==> src/rtl/run_step_sequencer_pkg.sv <==
// Shared types and phase constants for the run/step execution sequencer.
package run_step_pkg;

  typedef enum logic [2:0] {
    CLR,
    IDLE,
    RUN,
    STEP,
    HALTED
  } state_e;

  localparam logic [2:0] PH_NONE = 3'd0;
  localparam logic [2:0] PH_1    = 3'd1;
  localparam logic [2:0] PH_2    = 3'd2;
  localparam logic [2:0] PH_3    = 3'd3;
  localparam logic [2:0] PH_4    = 3'd4;
  localparam logic [2:0] PH_5    = 3'd5;

  localparam logic [2:0] LAST_PHASE = PH_5;

endpackage

==> src/rtl/run_step_sequencer_btn_edge_sync.sv <==
// Front-panel button synchronizer followed by a rising-edge detector:
// one single-cycle pulse per press, nothing while the button is held.
module btn_edge_sync #(
  parameter int SYNC_STAGES = 2
) (
  input  logic clock,
  input  logic reset,
  input  logic btn,
  output logic pulse
);

  logic [SYNC_STAGES-1:0] sync_q;
  logic [SYNC_STAGES-1:0] sync_d;
  logic                   prev_q;
  logic                   prev_d;

  always_comb begin
    sync_d = {sync_q[SYNC_STAGES-2:0], btn};
    prev_d = sync_q[SYNC_STAGES-1];
  end

  always_ff @(posedge clock or posedge reset) begin
    if (reset) begin
      sync_q <= '0;
      prev_q <= 1'b0;
    end else begin
      sync_q <= sync_d;
      prev_q <= prev_d;
    end
  end

  assign pulse = sync_q[SYNC_STAGES-1] & ~prev_q;

endmodule

==> src/rtl/run_step_sequencer.sv <==
// Run/step execution controller sequencing phase strobes p1..p5.
// Optional break-on-count stop is enabled with `define RUN_STEP_BREAK_COUNT_EN.
module run_step_sequencer
  import run_step_pkg::*;
#(
  parameter int         SYNC_STAGES    = 2,
  parameter int         COUNT_W        = 16,
  parameter logic [4:0] MEM_PHASE_MASK = 5'b01001
) (
  input  logic               clock,
  input  logic               reset,
  input  logic               exec_btn,
  input  logic               step_btn,
  input  logic               mem_ready,
  input  logic               halt_req,
`ifdef RUN_STEP_BREAK_COUNT_EN
  input  logic               break_en,
  input  logic [COUNT_W-1:0] break_value,
`endif
  output logic [2:0]         phase,
  output logic               p1,
  output logic               p2,
  output logic               p3,
  output logic               p4,
  output logic               p5,
  output logic               register_reset,
  output logic               running,
  output logic               halted,
  output logic [COUNT_W-1:0] instr_count
);

  logic exec_p;
  logic step_p;

  btn_edge_sync #(.SYNC_STAGES(SYNC_STAGES)) u_exec_sync (
    .clock (clock),
    .reset (reset),
    .btn   (exec_btn),
    .pulse (exec_p)
  );

  btn_edge_sync #(.SYNC_STAGES(SYNC_STAGES)) u_step_sync (
    .clock (clock),
    .reset (reset),
    .btn   (step_btn),
    .pulse (step_p)
  );

  state_e             state_q,          state_d;
  logic [2:0]         phase_q,          phase_d;
  logic [4:0]         p_q,              p_d;
  logic               register_reset_q, register_reset_d;
  logic               running_q,        running_d;
  logic               halted_q,         halted_d;
  logic               stop_pending_q,   stop_pending_d;
  logic [COUNT_W-1:0] instr_count_q,    instr_count_d;

  logic               mem_phase;
  logic               phase_done;
  logic               break_hit;
  logic [COUNT_W-1:0] count_inc;

  // p_q is the one-hot copy of phase_q, so it doubles as the mask selector.
  assign mem_phase  = |(MEM_PHASE_MASK & p_q);
  assign phase_done = (|p_q) && (!mem_phase || mem_ready);
  assign count_inc  = instr_count_q + COUNT_W'(1);

`ifdef RUN_STEP_BREAK_COUNT_EN
  assign break_hit = (state_q == RUN) && break_en && (count_inc == break_value);
`else
  assign break_hit = 1'b0;
`endif

  always_ff @(posedge clock or posedge reset) begin
    if (reset) begin
      state_q          <= CLR;
      phase_q          <= PH_NONE;
      p_q              <= '0;
      register_reset_q <= 1'b1;
      running_q        <= 1'b0;
      halted_q         <= 1'b0;
      stop_pending_q   <= 1'b0;
      instr_count_q    <= '0;
    end else begin
      state_q          <= state_d;
      phase_q          <= phase_d;
      p_q              <= p_d;
      register_reset_q <= register_reset_d;
      running_q        <= running_d;
      halted_q         <= halted_d;
      stop_pending_q   <= stop_pending_d;
      instr_count_q    <= instr_count_d;
    end
  end

  always_comb begin
    state_d        = state_q;
    phase_d        = phase_q;
    stop_pending_d = stop_pending_q;
    instr_count_d  = instr_count_q;
    case (state_q)
      CLR: state_d = IDLE;
      IDLE: begin
        if (exec_p) begin
          state_d = RUN;
          phase_d = PH_1;
        end else if (step_p) begin
          state_d = STEP;
          phase_d = PH_1;
        end
      end
      RUN, STEP: begin
        if (state_q == RUN && exec_p) begin
          stop_pending_d = 1'b1;
        end
        if (phase_done) begin
          if (phase_q != LAST_PHASE) begin
            phase_d = phase_q + 3'd1;
          end else begin
            // Retirement: a stop request seen in this same cycle still counts.
            instr_count_d = count_inc;
            if (halt_req) begin
              state_d        = HALTED;
              phase_d        = PH_NONE;
              stop_pending_d = 1'b0;
            end else if (state_q == RUN && !stop_pending_d && !break_hit) begin
              phase_d = PH_1;
            end else begin
              state_d        = IDLE;
              phase_d        = PH_NONE;
              stop_pending_d = 1'b0;
            end
          end
        end
      end
      HALTED: state_d = HALTED;
      default: begin
        state_d        = CLR;
        phase_d        = PH_NONE;
        stop_pending_d = 1'b0;
      end
    endcase
  end

  always_comb begin
    register_reset_d = (state_d == CLR);
    running_d        = (state_d == RUN);
    halted_d         = (state_d == HALTED);
    p_d              = '0;
    for (int k = 1; k <= 5; k++) begin
      p_d[k-1] = (phase_d == 3'(k));
    end
  end

  assign phase          = phase_q;
  assign p1             = p_q[0];
  assign p2             = p_q[1];
  assign p3             = p_q[2];
  assign p4             = p_q[3];
  assign p5             = p_q[4];
  assign register_reset = register_reset_q;
  assign running        = running_q;
  assign halted         = halted_q;
  assign instr_count    = instr_count_q;

endmodule

==> config.mk <==
export PLATFORM = sky130hd
export DESIGN_NAME = run_step_sequencer
export DESIGN_NICKNAME = d
export VERILOG_FILES = /design/src/rtl/run_step_sequencer_pkg.sv /design/src/rtl/run_step_sequencer_btn_edge_sync.sv /design/src/rtl/run_step_sequencer.sv
export SDC_FILE = /design/constraint.sdc
export NUM_CORES = 1
export LEC_CHECK = 0
export CAP_MARGIN = 20
export CORE_MARGIN = 2
export CORE_UTILIZATION = 50
export DETAILED_ROUTE_END_ITERATION = 6
export PLACE_DENSITY = 0.86
export SLEW_MARGIN = 20
export SYNTH_ARGS = -nofsm -noshare
export SYNTH_HDL_FRONTEND = slang
export SYNTH_HIERARCHICAL = 1
export SYNTH_SLANG_ARGS = --single-unit
==> constraint.sdc <==
create_clock -name clock -period 1.85 [get_ports clock]
set_input_delay 0.4625 -clock clock [delete_from_list [all_inputs] [get_ports clock]]
set_output_delay 0.4625 -clock clock [all_outputs]
set_load 0.05 [all_outputs]
==> results of run 1 <==
## sequential cells by signal, summed over array words and instances, names as in the netlist, 2 cells and up
signal and cells:
p_q 5, instr_count 16, state_q 3, u_exec_sync/sync_q 2
u_step_sync/sync_q 2, phase 3
## timing repair
action,in CTS,in global routing
endpoints found under the setup margin,0,2
hold buffers,0,0
hold endpoints to repair,0,0
resized for setup,0,1
## cell usage after synthesis, types with 2 or more instances
| cell | number | area (um2) |
|---|---|---|
| nand4_1 | 3 | 18.77 |
| nand3_2 | 2 | 20.02 |
| o21a_1 | 2 | 15.01 |
| nor2b_1 | 4 | 25.02 |
| nor2_1 | 10 | 37.54 |
| o21ai_0 | 3 | 15.01 |
| and3_1 | 4 | 25.02 |
| o211ai_1 | 2 | 15.01 |
| a21oi_1 | 6 | 30.03 |
| nand3_1 | 9 | 45.04 |
| and2_1 | 2 | 12.51 |
| nor3_1 | 3 | 15.01 |
| buf_6 | 2 | 22.52 |
| nand2_1 | 7 | 26.28 |
| o2bb2ai_1 | 2 | 17.52 |
| or2_2 | 3 | 18.77 |
| xor2_1 | 3 | 26.28 |
| inv_1 | 4 | 15.01 |
| dfrtp_1 | 36 | 900.9 |
| nor2b_4 | 2 | 27.53 |
| a22o_2 | 2 | 20.02 |
| xnor2_1 | 12 | 105.1 |
## worst max-delay path: cells and delay by family (launching register included)
family / cells / cell delay, ns
DFF: 1 / 0.40
and+or+nand+nor: 3 / 0.65
AOI/OAI and AO/OA: 3 / 0.46
buffers and inverters: 1 / 0.09
## worst max path at each step
stage | from | end | slack, ns | cells after the start
global placement | mem_ready | instr_count[15]$_DFFE_PP0P_ | -0.15 | 6
detailed placement | mem_ready | instr_count[15]$_DFFE_PP0P_ | -0.16 | 6
CTS | u_exec_sync/sync_q[1]$_DFF_PP0_ | p_q[1]$_DFF_PP0_ | 0.06 | 6
floorplan | p_q[1]$_DFF_PP0_ | instr_count[2]$_DFFE_PP0P_ | 0.001 | 6
finish | u_exec_sync/sync_q[1]$_DFF_PP0_ | p_q[1]$_DFF_PP0_ | 0.16 | 7
global route | state_q[2]$_DFF_PP0_ | p_q[1]$_DFF_PP0_ | 0.04 | 6
## area by class of cell
class	instances	area, um2
flip-flops and latches	37	937.1
clock inverters	2	35.03
fillers	255	1003
inverters	5	18.77
clock buffers	6	41.29
multi-input cells	99	694.4
well taps	44	55.05
repair buffers	39	317.8
## logic make-up after synthesis
kind of cell	after synthesis	synth area share, %
adders and majority gates	1	0.7495
AOI/OAI and AO/OA	27	12.29
and+or+nand+nor	55	19.64
xor gates and xnor gates	15	7.871
buffers and inverters	9	3.223
muxes	1	0.6746
DFF	37	55.55
## power groups by stage
stage | Clock (mW) | Sequential (mW) | Combinational, mW
CTS | 0.565 | 0.819 | 0.0395
finish | 0.549 | 0.818 | 0.0382
floorplan | 0 | 0.833 | 0.0203
detailed placement | 0 | 0.834 | 0.0395
global route | 0.591 | 0.819 | 0.0436
global placement | 0 | 0.834 | 0.0379
## placed cells by master, fill, tap and decap left out, types with 2 or more instances in the layout
master	netlist	layout
and2_1	2	2
nor2b_4	2	2
or2_2	3	3
o21ai_0	3	3
xor2_1	3	3
a22o_2	2	2
nor2b_1	4	4
nand3_2	2	2
nand2_1	7	7
o21a_1	2	2
buf_4	1	33
nor2_1	10	10
a21oi_1	6	6
o211ai_1	2	2
inv_1	4	4
dfrtp_2	0	8
nand4_1	3	3
clkbuf_4	0	5
clkdlybuf4s50_1	0	5
nor3_1	3	3
and3_1	4	4
dfrtp_1	36	28
xnor2_1	12	12
nand3_1	9	9
## through the flow
stage,power (mW),instance area (um2),worst slack (ns)
2_1_floorplan,0.8537,1679,0.001395
3_3_place_gp,0.8718,2017,-0.1515
3_5_place_dp,0.8736,2017,-0.1572
4_1_cts,1.423,2093,0.05979
5_1_grt,1.454,2100,0.03879
6_report,1.405,2100,0.1647
## per-layer routing
metal | wire length, um | GRT usage, % | share of wire [%]
met5 | 0 | 0 | 0
met4 | 59 | 9.119 | 1.8
met3 | 133 | 3.934 | 4.1
met2 | 1677 | 35.94 | 52
met1 | 1376 | 22.48 | 42
==> results.toml, run 1 <==
[outcome]
status = "finished clean"

[power]
swShare_pct = 20.67
vdd_drop_max_v = 0.0004713
power_frac_comb_pct = 2.7
clockPowerShare_pct = 39.0
powerDensity_nw_per_um2 = 669.2
power_leakage_nw = 1.014
switching_power_mw = 0.2905
p_int_mw = 1.115
pwr-share-seq_pct = 58.2

[grt]
grt_use_total_pct = 19.86
grt_pass1_vias = 1276
grt_max_degree = 32
grt_overflow = 0
grt_pass1_wl_um = 5506
antenna_found_initial = 0

[sta]
maxSlewHeadroom_pct = 74.23
layout_min_cycle_time_ns = 1.685
tns_ns = 0
post-route-period-util_pct = 91.10
setup_viol = 0
hold_viol_final = 0
hold_slack_ns = 0.3073
clock_skew_ns = 0.01031
drv_slew = 0
grt_setup_unrepaired = "no"
max_freq_mhz = 593.4
tightest_slew_ns = 0.3866

[critical_path]
worst-endpoint-arrival_ns = 1.94
required_ns = 2.11
r2r-end = "p_q[1]$_DFF_PP0_"
start_kind = "flop"
crit_type = "reg -> reg"
r2r_cells = 7
slowest_stage = "dfrtp_1"
rrSetupSlack_ns = 0.16
cp_cell_sequence = "nor2b_4 -> or2_2 -> a31oi_1 -> o2bb2ai_1 -> o32ai_2 -> inv_2 -> nor3_1"
crit_fanout = 5
r2r-start = "u_exec_sync/sync_q[1]$_DFF_PP0_"
max_stage_delay_ns = 0.40
critical_path.endpoint_type = "flop"

[die]
start_util_pct = 53.79
rows = 20
die-height_um = 61.78
core_um2 = 3103
die-width_um = 61.78
ios = 33
dieArea_um2 = 3816

[synthesis]
syn_nets = 152
synth-seq-area-share_pct = 55.55
netlist-cell-type-count = 44
synth_edf_count = 0
syn_avg_cell_area_um2 = 11.51
yosys_warnings = 6
ys_ff_latch = 37
synth-main-ff-cell = "dfrtp_1"
synthArstFlopShare_pct = 100.0
syn_area_um2 = 1669
synth_cells = 145

[min_path]
hold_path.class = "in -> async"

[finish]
final_core_util_pct = 67.66
drive_gt1_share_pct = 35.64
nets = 194
area_growth_syn_to_layout_pct = 25.79
antenna_cells = 0
stdcell_count = 232

[detailed_routing]
drcViolationCount = 0
vias = 1265
drtIter0Drc = 51
first_pass_iters = 4
via_per_inst = 5.453
drt_wl_total_um = 3246
ant_nets = 0
wl_per_cell_um = 13.99

[place]
gp_congestion = 0.8067
io_buffers = 32
post-dp-hpwl_um = 2395
dpl.cell_count = 224

[clock_tree]
clock_latency_ns = 0.35
numCtsBuffers = 5
cts_tree = "done"
cts_sinks = 37
path_clk_slew_ns = 0.11
root_buffer = "clkbuf_4"
clockBufferDepth = 2
htreeDepth = 2
postCtsSetupRepairBufs = 0

[flow_run]
maxCapViolations = 0
No activity file was read; power rests on OpenSTA's default activity.
==> inputs of run 2 (changes only) <==
- CORE_UTILIZATION: 50 -> 54
- GPL_TIMING_DRIVEN: unset -> 1
- PLACE_DENSITY: 0.86 -> 0.91
- SLEW_MARGIN: 20 -> unset
- clock period: 1.85 -> 2.05 ns (I/O delays scaled with it)
==> results.toml, run 2 (same netlist as run 1, synthesis figures left out) <==
[outcome]
status = "finished clean"

[grt]
grt_pass1_wl_um = 5464
grt_use_total_pct = 20.89
grt_pass1_vias = 1250
antenna_found_initial = 0
grt_overflow = 0
grt_max_degree = 32

[clock_tree]
root_buffer = "clkbuf_4"
clockBufferDepth = 2
postCtsSetupRepairBufs = 0
clock_latency_ns = 0.34
numCtsBuffers = 5
cts_sinks = 37
path_clk_slew_ns = 0.11
cts_tree = "done"
htreeDepth = 2

[critical_path]
required_ns = 1.54
critical_path.endpoint_type = "output port"
r2r-start = "u_exec_sync/sync_q[1]$_DFF_PP0_"
start_kind = "flop"
rrSetupSlack_ns = 0.24
max_stage_delay_ns = 0.79
slowest_stage = "clkdlybuf4s50_1"
r2r_cells = 6
crit_type = "reg -> out"
crit_fanout = 1
path_buf_inv = 1
crit_family = "buffers and inverters"
r2r-end = "p_q[2]$_DFF_PP0_"
cp_cell_sequence = "clkdlybuf4s50_1"
worst-endpoint-arrival_ns = 1.47

[detailed_routing]
via_per_inst = 5.639
vias = 1235
drcViolationCount = 0
ant_nets = 0
first_pass_iters = 6
wl_per_cell_um = 14.55
drt_wl_total_um = 3187
drtIter0Drc = 53

[die]
dieArea_um2 = 3552
start_util_pct = 55.58
ios = 33
die-width_um = 59.60
core_um2 = 3003
die-height_um = 59.60
rows = 20

[finish]
n_fill_cell = 245
area_growth_syn_to_layout_pct = 25.26
final_core_util_pct = 69.63
regArea_um2 = 927.1
layout_common_cells = "dfrtp_1 (36), buf_4 (20), xnor2_1 (12), nor2_1 (10), nand3_1 (9)"
final_common_cell = "dfrtp_1"
nets = 192
drive_gt1_share_pct = 23.66
stdcell_count = 219
antenna_cells = 0
largest_reg_flops = 16
multi_input_area_um2 = 688.2

[min_path]
hold_path.class = "reg -> reg"
whs_path_depth = 0
min_to = "u_exec_sync/sync_q[1]$_DFF_PP0_"
hp-start = "u_exec_sync/sync_q[0]$_DFF_PP0_"

[sta]
post-route-period-util_pct = 96.48
maxSlewHeadroom_pct = 65.77
drv_slew = 0
clock_skew_ns = 0.007875
layout_min_cycle_time_ns = 1.978
max_freq_mhz = 505.6
hold_viol_final = 0
setup_viol = 0
tightest_slew_ns = 0.5127
tns_ns = 0
grt_setup_unrepaired = "no"

[place]
post-dp-hpwl_um = 2378
gp_congestion = 0.7766
dpl.cell_count = 211
io_buffers = 32

[power]
powerDensity_nw_per_um2 = 618.9
vdd_drop_max_v = 0.0004825
power_mw = 1.294
power_leakage_nw = 1.128

[flow_run]
maxCapViolations = 0
-- run 2: cell count changes in the layout (fill, tap and decap cells not counted), sizes merged --
cell	previous run	this run
buf	34	20
clkdlybuf4s50	5	7
clkbuf	6	7
dlymetal6s2s	0	6
dlygate4sd2	0	4
clkinv	1	0
-- run 2: area by class of cell --
type                            count  share of cell area, %
Clock inverter                      1                  1.436
Tap cell                           33                  1.975
Multi-Input combinational cell     99                  32.91
Inverter                            5                 0.8977
Clock buffer                        7                  2.633
Sequential cell                    37                  44.34
Timing Repair Buffer               37                  15.80
-- run 2: power breakdown --
| part | internal, mW | switching [mW] | total (mW) |
|---|---|---|---|
| sequential | 0.735 | 0.00320 | 0.739 |
| clock | 0.291 | 0.230 | 0.521 |
| combinational | 0.0149 | 0.0193 | 0.0342 |
| total | 1.04 | 0.252 | 1.29 |
-- run 2: routing by layer --
metal	vias up	GRT usage (%)	routed length (um)
met2	35	36.73	1666
met3	7	5.022	168
li1	595	-	-
met4	0	9.206	40
met1	598	23.99	1312
met5	-	0	0
-- run 2: how the worst max path moves through the flow --
stage                                            from                           to  slack, ns  depth (start not counted)
after floorplan                      p_q[1]$_DFF_PP0_   instr_count[2]$_DFFE_PP0P_       0.12                          6
after global placement                      mem_ready  instr_count[11]$_DFFE_PP0P_       0.04                          6
after detailed placement                    mem_ready  instr_count[11]$_DFFE_PP0P_      -0.03                          6
after CTS                 instr_count[15]$_DFFE_PP0P_              instr_count[15]      0.002                          1
after global routing                 halted$_DFF_PP0_                       halted       0.02                          1
final                                halted$_DFF_PP0_                       halted       0.07                          1
-- run 2: metrics by stage --
stage | area (um2) | setup WS, ns | hold WS [ns]
floorplan | 1669 | 0.1196 | 0.2661
global placement | 1996 | 0.04161 | 0.3364
detailed placement | 1996 | -0.02907 | 0.3373
CTS | 2076 | 0.002427 | 0.3614
global route | 2091 | 0.02377 | 0.3824
finish | 2091 | 0.07209 | 0.3608
-- run 2: what timing repair did --
item / in CTS / in global routing
hold buffers: 0 / 0
hold endpoints to repair: 0 / 0
cloned: 0 / 0
resized for setup: 4 / 6
endpoints found under the setup margin: 4 / 6
